===== config.mk =====
export PLATFORM = sky130hd
export DESIGN_NAME = cdf_accumulate_flat
export DESIGN_NICKNAME = d
export VERILOG_FILES = /design/src/rtl/cdf_pkg.sv /design/src/rtl/cdf_accumulate_if.sv /design/src/rtl/cdf_sat_add.sv /design/src/rtl/cdf_accumulate.sv /design/src/flat_wrapper.sv
export SDC_FILE = /design/constraint.sdc
export NUM_CORES = 1
export LEC_CHECK = 0
export CAP_MARGIN = 20
export CORE_ASPECT_RATIO = 1.2
export CORE_MARGIN = 3
export CORE_UTILIZATION = 39
export DETAILED_ROUTE_END_ITERATION = 6
export GPL_ROUTABILITY_DRIVEN = 1
export PLACE_DENSITY = 0.85
export SYNTH_ARGS = -nofsm -noshare
export SYNTH_HDL_FRONTEND = slang
export SYNTH_SLANG_ARGS = --single-unit

===== constraint.sdc =====
create_clock -name clock -period 3.6 [get_ports clock]
set_input_delay 1.08 -clock clock [delete_from_list [all_inputs] [get_ports clock]]
set_output_delay 1.08 -clock clock [all_outputs]
set_load 0.02 [all_outputs]

===== src/rtl/cdf_pkg.sv =====
// Shared widths, tag, FSM states and write-word packing for the CDF accumulate stage
// of the histogram-equalisation pipe.
package cdf_pkg;

   localparam int DATA_W = 20;
   localparam int ADDR_W = 16;
   localparam int BUS_W  = 128;
   localparam int TAG_W  = 16;

   localparam logic [TAG_W-1:0]  CDF_TAG = 16'hAAAA;
   localparam logic [DATA_W-1:0] CDF_MAX = {DATA_W{1'b1}};

   typedef enum logic [1:0] {
      IDLE   = 2'd0,
      ACCUM  = 2'd1,
      FINISH = 2'd2
   } state_t;

   function automatic logic [BUS_W-1:0] pack_word(input logic [DATA_W-1:0] cdf);
      return {{(BUS_W-TAG_W-DATA_W){1'b0}}, CDF_TAG, cdf};
   endfunction

endpackage


===== src/rtl/cdf_accumulate_if.sv =====
// Fetch-to-accumulate beat stream plus the CDF write port and pass results.
interface cdf_accumulate_if;
   import cdf_pkg::*;

   logic                start;
   logic [DATA_W-1:0]   AccumlateIn;
   logic                StartIn;
   logic [ADDR_W-1:0]   StoreAddressIn;
   logic                done_in;
   logic [BUS_W-1:0]    WriteBus;
   logic [ADDR_W-1:0]   WriteAddress;
   logic                WriteEnable;
   logic [DATA_W-1:0]   CdfMin;
   logic [DATA_W-1:0]   CdfTotal;
   logic                done;

   modport slave (
      input  start, AccumlateIn, StartIn, StoreAddressIn, done_in,
      output WriteBus, WriteAddress, WriteEnable, CdfMin, CdfTotal, done
   );

   modport master (
      output start, AccumlateIn, StartIn, StoreAddressIn, done_in,
      input  WriteBus, WriteAddress, WriteEnable, CdfMin, CdfTotal, done
   );

endinterface


===== src/rtl/cdf_sat_add.sv =====
// Combinational unsigned adder that clamps to all-ones on carry-out and flags it.
module cdf_sat_add
   import cdf_pkg::*;
#(
   parameter int W = DATA_W
) (
   input  logic [W-1:0] a,
   input  logic [W-1:0] b,
   output logic [W-1:0] sum,
   output logic         sat
);

   logic [W:0] full;

   // Widen by one bit so the carry-out is the saturation flag.
   always_comb begin
      full = {1'b0, a} + {1'b0, b};
      sat  = full[W];
      if (sat) begin
         sum = {W{1'b1}};
      end else begin
         sum = full[W-1:0];
      end
   end

endmodule


===== src/rtl/cdf_accumulate.sv =====
// Running-sum (CDF) stage: accumulates per-bin counts, writes each CDF word back to
// memory and reports the first non-zero CDF value and the pass total.
module cdf_accumulate
   import cdf_pkg::*;
#(
   parameter int                BINS      = 256,
   parameter logic [ADDR_W-1:0] WR_OFFSET = 16'h4000
) (
   input  logic             clock,
   input  logic             reset_n,
   cdf_accumulate_if.slave  bus
);

   localparam int             CNT_W   = $clog2(BINS + 1);
   localparam logic [CNT_W-1:0] CNT_LIM = CNT_W'(BINS);

   state_t              state,     state_nxt;
   logic [DATA_W-1:0]   sum,       sum_nxt;
   logic [CNT_W-1:0]    cnt,       cnt_nxt;
   logic                min_found, min_found_nxt;
   logic                sat_seen,  sat_seen_nxt;
   logic [BUS_W-1:0]    wr_bus,    wr_bus_nxt;
   logic [ADDR_W-1:0]   wr_addr,   wr_addr_nxt;
   logic                wr_en,     wr_en_nxt;
   logic [DATA_W-1:0]   min_val,   min_val_nxt;
   logic [DATA_W-1:0]   total_val, total_val_nxt;
   logic                pass_done, pass_done_nxt;

   logic                accept;
   logic                clear;
   logic [DATA_W-1:0]   add_sum;
   logic                sat_hit;
   logic [DATA_W-1:0]   sum_acc;

   cdf_sat_add #(.W(DATA_W)) u_sat_add (
      .a   (sum),
      .b   (bus.AccumlateIn),
      .sum (add_sum),
      .sat (sat_hit)
   );

   // Once clamped, the sum stays at full scale for the rest of the pass.
   assign sum_acc = (sat_seen || sat_hit) ? CDF_MAX : add_sum;

   // Next-state and next-output decode; abort (start low) outranks every other input.
   always_comb begin
      state_nxt     = state;
      sum_nxt       = sum;
      cnt_nxt       = cnt;
      min_found_nxt = min_found;
      sat_seen_nxt  = sat_seen;
      wr_bus_nxt    = wr_bus;
      wr_addr_nxt   = wr_addr;
      wr_en_nxt     = 1'b0;
      min_val_nxt   = min_val;
      total_val_nxt = total_val;
      pass_done_nxt = 1'b0;
      accept        = 1'b0;
      clear         = 1'b0;

      if (!bus.start) begin
         state_nxt = IDLE;
         clear     = 1'b1;
      end else begin
         case (state)
            IDLE: begin
               clear = 1'b1;
               if (bus.StartIn) begin
                  state_nxt = ACCUM;
                  accept    = 1'b1;
               end else begin
                  state_nxt = IDLE;
               end
            end
            ACCUM: begin
               accept = bus.StartIn && (cnt < CNT_LIM);
               if (bus.done_in) begin
                  state_nxt = FINISH;
               end else begin
                  state_nxt = ACCUM;
               end
            end
            FINISH: begin
               total_val_nxt = sum;
               pass_done_nxt = 1'b1;
            end
            default: begin
               state_nxt = IDLE;
               clear     = 1'b1;
            end
         endcase
      end

      if (clear) begin
         sum_nxt       = '0;
         cnt_nxt       = '0;
         min_found_nxt = 1'b0;
         sat_seen_nxt  = 1'b0;
         wr_bus_nxt    = '0;
         wr_addr_nxt   = '0;
         min_val_nxt   = '0;
         total_val_nxt = '0;
         pass_done_nxt = 1'b0;
      end else begin
         cnt_nxt = cnt;
      end

      // IDLE entry relies on sum being zero, which every path into IDLE guarantees.
      if (accept) begin
         sum_nxt      = sum_acc;
         sat_seen_nxt = sat_seen || sat_hit;
         cnt_nxt      = cnt + CNT_W'(1);
         wr_bus_nxt   = pack_word(sum_acc);
         wr_addr_nxt  = bus.StoreAddressIn + WR_OFFSET;
         wr_en_nxt    = 1'b1;
         if (!min_found && (sum_acc != '0)) begin
            min_val_nxt   = sum_acc;
            min_found_nxt = 1'b1;
         end else begin
            min_found_nxt = min_found;
         end
      end else begin
         wr_en_nxt = 1'b0;
      end
   end

   // FSM state register.
   always_ff @(posedge clock) begin
      if (!reset_n) begin
         state <= IDLE;
      end else begin
         state <= state_nxt;
      end
   end

   // Datapath and output registers.
   always_ff @(posedge clock) begin
      if (!reset_n) begin
         sum       <= '0;
         cnt       <= '0;
         min_found <= 1'b0;
         sat_seen  <= 1'b0;
         wr_bus    <= '0;
         wr_addr   <= '0;
         wr_en     <= 1'b0;
         min_val   <= '0;
         total_val <= '0;
         pass_done <= 1'b0;
      end else begin
         sum       <= sum_nxt;
         cnt       <= cnt_nxt;
         min_found <= min_found_nxt;
         sat_seen  <= sat_seen_nxt;
         wr_bus    <= wr_bus_nxt;
         wr_addr   <= wr_addr_nxt;
         wr_en     <= wr_en_nxt;
         min_val   <= min_val_nxt;
         total_val <= total_val_nxt;
         pass_done <= pass_done_nxt;
      end
   end

   assign bus.WriteBus     = wr_bus;
   assign bus.WriteAddress = wr_addr;
   assign bus.WriteEnable  = wr_en;
   assign bus.CdfMin       = min_val;
   assign bus.CdfTotal     = total_val;
   assign bus.done         = pass_done;

endmodule


===== src/flat_wrapper.sv =====
// flat-port wrapper written by rule: the top's interface ports become plain ports
module cdf_accumulate_flat import cdf_pkg::*;
#(
   parameter int                BINS      = 256,
   parameter logic [ADDR_W-1:0] WR_OFFSET = 16'h4000
)
  (clock, reset_n, bus_start, bus_AccumlateIn, bus_StartIn, bus_StoreAddressIn, bus_done_in, bus_WriteBus, bus_WriteAddress, bus_WriteEnable, bus_CdfMin, bus_CdfTotal, bus_done);
  cdf_accumulate_if bus_i ();
  input  logic clock;
  input  logic reset_n;
  input wire logic [$bits(bus_i.start)-1:0] bus_start;
  input wire logic [$bits(bus_i.AccumlateIn)-1:0] bus_AccumlateIn;
  input wire logic [$bits(bus_i.StartIn)-1:0] bus_StartIn;
  input wire logic [$bits(bus_i.StoreAddressIn)-1:0] bus_StoreAddressIn;
  input wire logic [$bits(bus_i.done_in)-1:0] bus_done_in;
  output wire logic [$bits(bus_i.WriteBus)-1:0] bus_WriteBus;
  output wire logic [$bits(bus_i.WriteAddress)-1:0] bus_WriteAddress;
  output wire logic [$bits(bus_i.WriteEnable)-1:0] bus_WriteEnable;
  output wire logic [$bits(bus_i.CdfMin)-1:0] bus_CdfMin;
  output wire logic [$bits(bus_i.CdfTotal)-1:0] bus_CdfTotal;
  output wire logic [$bits(bus_i.done)-1:0] bus_done;
  assign bus_i.start = bus_start;
  assign bus_i.AccumlateIn = bus_AccumlateIn;
  assign bus_i.StartIn = bus_StartIn;
  assign bus_i.StoreAddressIn = bus_StoreAddressIn;
  assign bus_i.done_in = bus_done_in;
  assign bus_WriteBus = bus_i.WriteBus;
  assign bus_WriteAddress = bus_i.WriteAddress;
  assign bus_WriteEnable = bus_i.WriteEnable;
  assign bus_CdfMin = bus_i.CdfMin;
  assign bus_CdfTotal = bus_i.CdfTotal;
  assign bus_done = bus_i.done;
  cdf_accumulate #(.BINS(BINS), .WR_OFFSET(WR_OFFSET)) u_core (.clock(clock), .reset_n(reset_n), .bus(bus_i));
endmodule

==> flow_summary.ini <==
[yosys]
ys_seq_elements = 92
synth_compound_area_frac = 0.209
netlist_area_sq_um = 5220
ys_seq_area_frac = 0.353
synth_edf_count = 0
yosysWarnings = 0
synth_area_per_cell_sq_um = 8.28
synthSimpleGateAreaFrac = 0.163
synth_top_family_by_area = compound AO/OA/AOI/OAI gates
synth_xor_xnor_area_share = 0.0285
synthAdderAreaFrac = 0.0614
synth_ff_type = dfxtp_1
ys_types = 53
synthMuxAreaShare = 0.00384
synthCells = 630
async_flop_share = 0

[placement]
portBuffers = 126
dp.cells = 952
placed_area_sq_um = 6670
place_hpwl_um = 11600
place_congestion = 0.921

[finish]
n_antenna_cell = 0
drive_above_1_share = 0.202
fillCellCount = 1109
fin_util = 0.576
layout.cells.non_filler = 987
area_delta_synth_final_pct = 42.4
nNetsFinal = 884
design_area_sq_um = 7430

[detailed_routing]
drt_wl_total_um = 16200
drt_iter0_markers = 319
viasPerCell = 4.98
vias = 4914
drcViolationCount = 0
ant_nets = 0
dr.pass1.iters = 5
wire_per_inst_um = 16.4

[clocking]
numCtsBuffers = 9
cts_max_path_buffers = 2
h-tree-depth = 3
clockRootBuffer = clkbuf_16
clk_pin_slew_ns = 0.07
clk_latency_ns = 0.35
cts_tree = yes
clock-sinks = 92

[critical_path]
rr_startpoint = u_core.bus.WriteBus[0]$_SDFFE_PN0P_
rr_worst_depth = 13
worst_ep_arrival_time_ns = 3.91
r2r-end = u_core.bus.CdfMin[17]$_SDFF_PN0_
worstPathRequired_ns = 3.87
critPathMaxStageDelay_ns = 0.35
path_delay_family = compound AO/OA/AOI/OAI gates
cpMaxStageDelayCell = fa_2
start_kind = primary input
end_kind = flip-flop
path_cells = buf_6 > ha_4 > fa_2 > a21o_1 > a221o_1 > a221oi_2 > buf_4 > xnor2_2 > nor2_1 > nor4bb_1 > and4b_2 > a21oi_4 > clkbuf_16 > o22ai_2
path_max_fanout = 7
crit_type = primary input to flip-flop
path_buf_inv = 3
reg2reg_slack_ns = 0.38

[power]
p_leak_nw = 3.11
peakVddDrop_v = 0.000312
power_w = 0.00265
power-per-cell-area_nw_per_um2 = 356

[floorplan]
rows = 45
boundaryPins = 227
die_w_um = 112
coreArea_sq_um = 12900
start_util = 0.405
dieArea_sq_um = 14800
die_h_um = 133

[timing]
timing.fmax_mhz = 275
final_hold_viol_count = 0
setup_viol = 17
fin_crit_ns = 3.64
clock_skew_ns = 0.00880
fin_tns_setup_ns = -0.305
rsz0062_at_grt = true
setup_ws_ns = -0.0411
slew_viol_final = 0
tightest_slew_ns = 0.767
post-route-period-util = 1.01
relSlewSlack = 0.489

[worst_hold_path]
worstHoldEndpoint = u_core.bus.CdfTotal[8]$_SDFFE_PP0P_
worstHoldStart = u_core.bus.CdfTotal[8]$_SDFFE_PP0P_
min_path_type = flip-flop to flip-flop
hold_depth = 2

[global_routing]
antenna_found_initial = 0
grt_start_max_net_pins = 40
grt_pass1_wl_um = 24400
overflow = 0
grt_pass1_vias = 4783
grt_usage = 0.203

[status]
violations = negative setup slack
status = finished, violations left

[flow_run]
cap_violations = 0
## repair_timing
item	4_1_cts	5_1_grt
buffers inserted	14	4
cloned	1	0
resized for setup	36	36
pin swaps	20	27
setup endpoints to repair	30	22
hold buffers	0	0
## cells in the mapped netlist (all sizes together), types with 2 or more instances
library cell,number,area [sq um]
nand2b,6,37.5
o211ai,2,15.0
nor3,2,10.0
nand4,3,18.8
ha,24,300
a22o,21,184
nor4,2,12.5
o22ai,13,144
o21bai,3,22.5
and4,2,17.5
nand2,106,398
a221oi,4,58.8
and3,6,37.5
a21oi,42,214
a311oi,4,35.0
clkbuf,27,101
a31oi,3,18.8
and2,3,18.8
or3,2,12.5
inv,7,26.3
a211oi,5,37.5
dfxtp,92,1840
xor2,9,78.8
mux2i,2,20.0
o21ai,46,230
nor2,37,139
xnor2,8,70.1
or2,3,18.8
buf,108,815
nand3,9,45.0
nor2b,4,25.0
a21o,10,75.1
## final cells by class
type                            count  area (sq um)  share of cell area
Multi-Input combinational cell    495          3130               0.421
Timing Repair Buffer              213          1940               0.261
Clock buffer                       11           243              0.0327
Inverter                            7          26.3             0.00354
Clock inverter                      5          41.3             0.00556
Tap cell                          164           205              0.0276
Sequential cell                    92          1840               0.248
## routing by layer
metal	vias to the layer above	wire, um	global-route usage
li1	2352	-	-
met1	2289	6240	0.228
met2	238	8080	0.356
met3	35	1230	0.0512
met4	0	615	0.102
met5	-	0	0
## cell families (layout without fill, tap and decap cells)
group | count (synthesis) | after routing
flip-flops | 92 | 92
buffers and inverters | 142 | 236
multiplexers | 2 | 2
adder cells (fa/ha/maj) | 25 | 25
other | 1 | 100
AND/OR/NAND/NOR | 192 | 192
AO/OA/AOI/OAI | 159 | 159
XOR/XNOR | 17 | 17
## sequential cells by signal (all words and copies together), names as in the netlist, 2 cells and up
signal / count
u_core.bus.WriteBus: 21
u_core.bus.CdfMin: 20
u_core.bus.CdfTotal: 20
u_core.bus.WriteAddress: 16
u_core.cnt: 9
u_core.state: 2
## tightest hold or removal path, delay by kind of cell (launching register included)
| kind | cells | cell delay, ns |
|---|---|---|
| and+or+nand+nor | 1 | 0.05 |
| AOI/OAI and AO/OA | 1 | 0.05 |
| DFF | 1 | 0.31 |
## placed cells by master (no fill, tap or decap), drive strengths merged, types with 21 or more instances in the layout
cell type / netlist / routed
clkdlybuf4s50: 0 / 116
nand2: 106 / 106
conb: 1 / 100
dfxtp: 92 / 92
buf: 108 / 87
o21ai: 46 / 46
a21oi: 42 / 42
nor2: 37 / 37
ha: 24 / 24
a22o: 21 / 21
## power breakdown
| part | total, W | internal, W | switching [W] |
|---|---|---|---|
| registers | 0.00107 | 0.00104 | 0.0000263 |
| clock network | 0.000926 | 0.000497 | 0.000429 |
| logic | 0.000651 | 0.000279 | 0.000372 |
| total | 0.00265 | 0.00182 | 0.000827 |
## worst max-delay path by stage
stage                     slack (ns)           startpoint                          endpoint  cells past startpoint
final                          -0.04   bus_AccumlateIn[0]  u_core.bus.CdfMin[17]$_SDFF_PN0_                     14
after CTS                     0.0003  bus_AccumlateIn[16]   u_core.bus.CdfMin[9]$_SDFF_PN0_                     12
after floorplan                0.006   bus_AccumlateIn[0]     u_core.min_found$_SDFFE_PN0P_                     11
after global placement         -0.73   bus_AccumlateIn[0]  u_core.bus.CdfMin[13]$_SDFF_PN0_                     12
after global routing           -0.11   bus_AccumlateIn[1]  u_core.bus.CdfMin[17]$_SDFF_PN0_                     12
after detailed placement       -0.78   bus_AccumlateIn[0]  u_core.bus.CdfMin[13]$_SDFF_PN0_                     11
## per-stage QoR
stage	hold slack, ns	worst slack [ns]
after floorplan	0.441	0.00573
after global placement	0.438	-0.728
after detailed placement	0.446	-0.783
after CTS	0.455	0.000345
after global routing	0.474	-0.107
final	0.456	-0.0411
(Power assumes the default switching activity.)
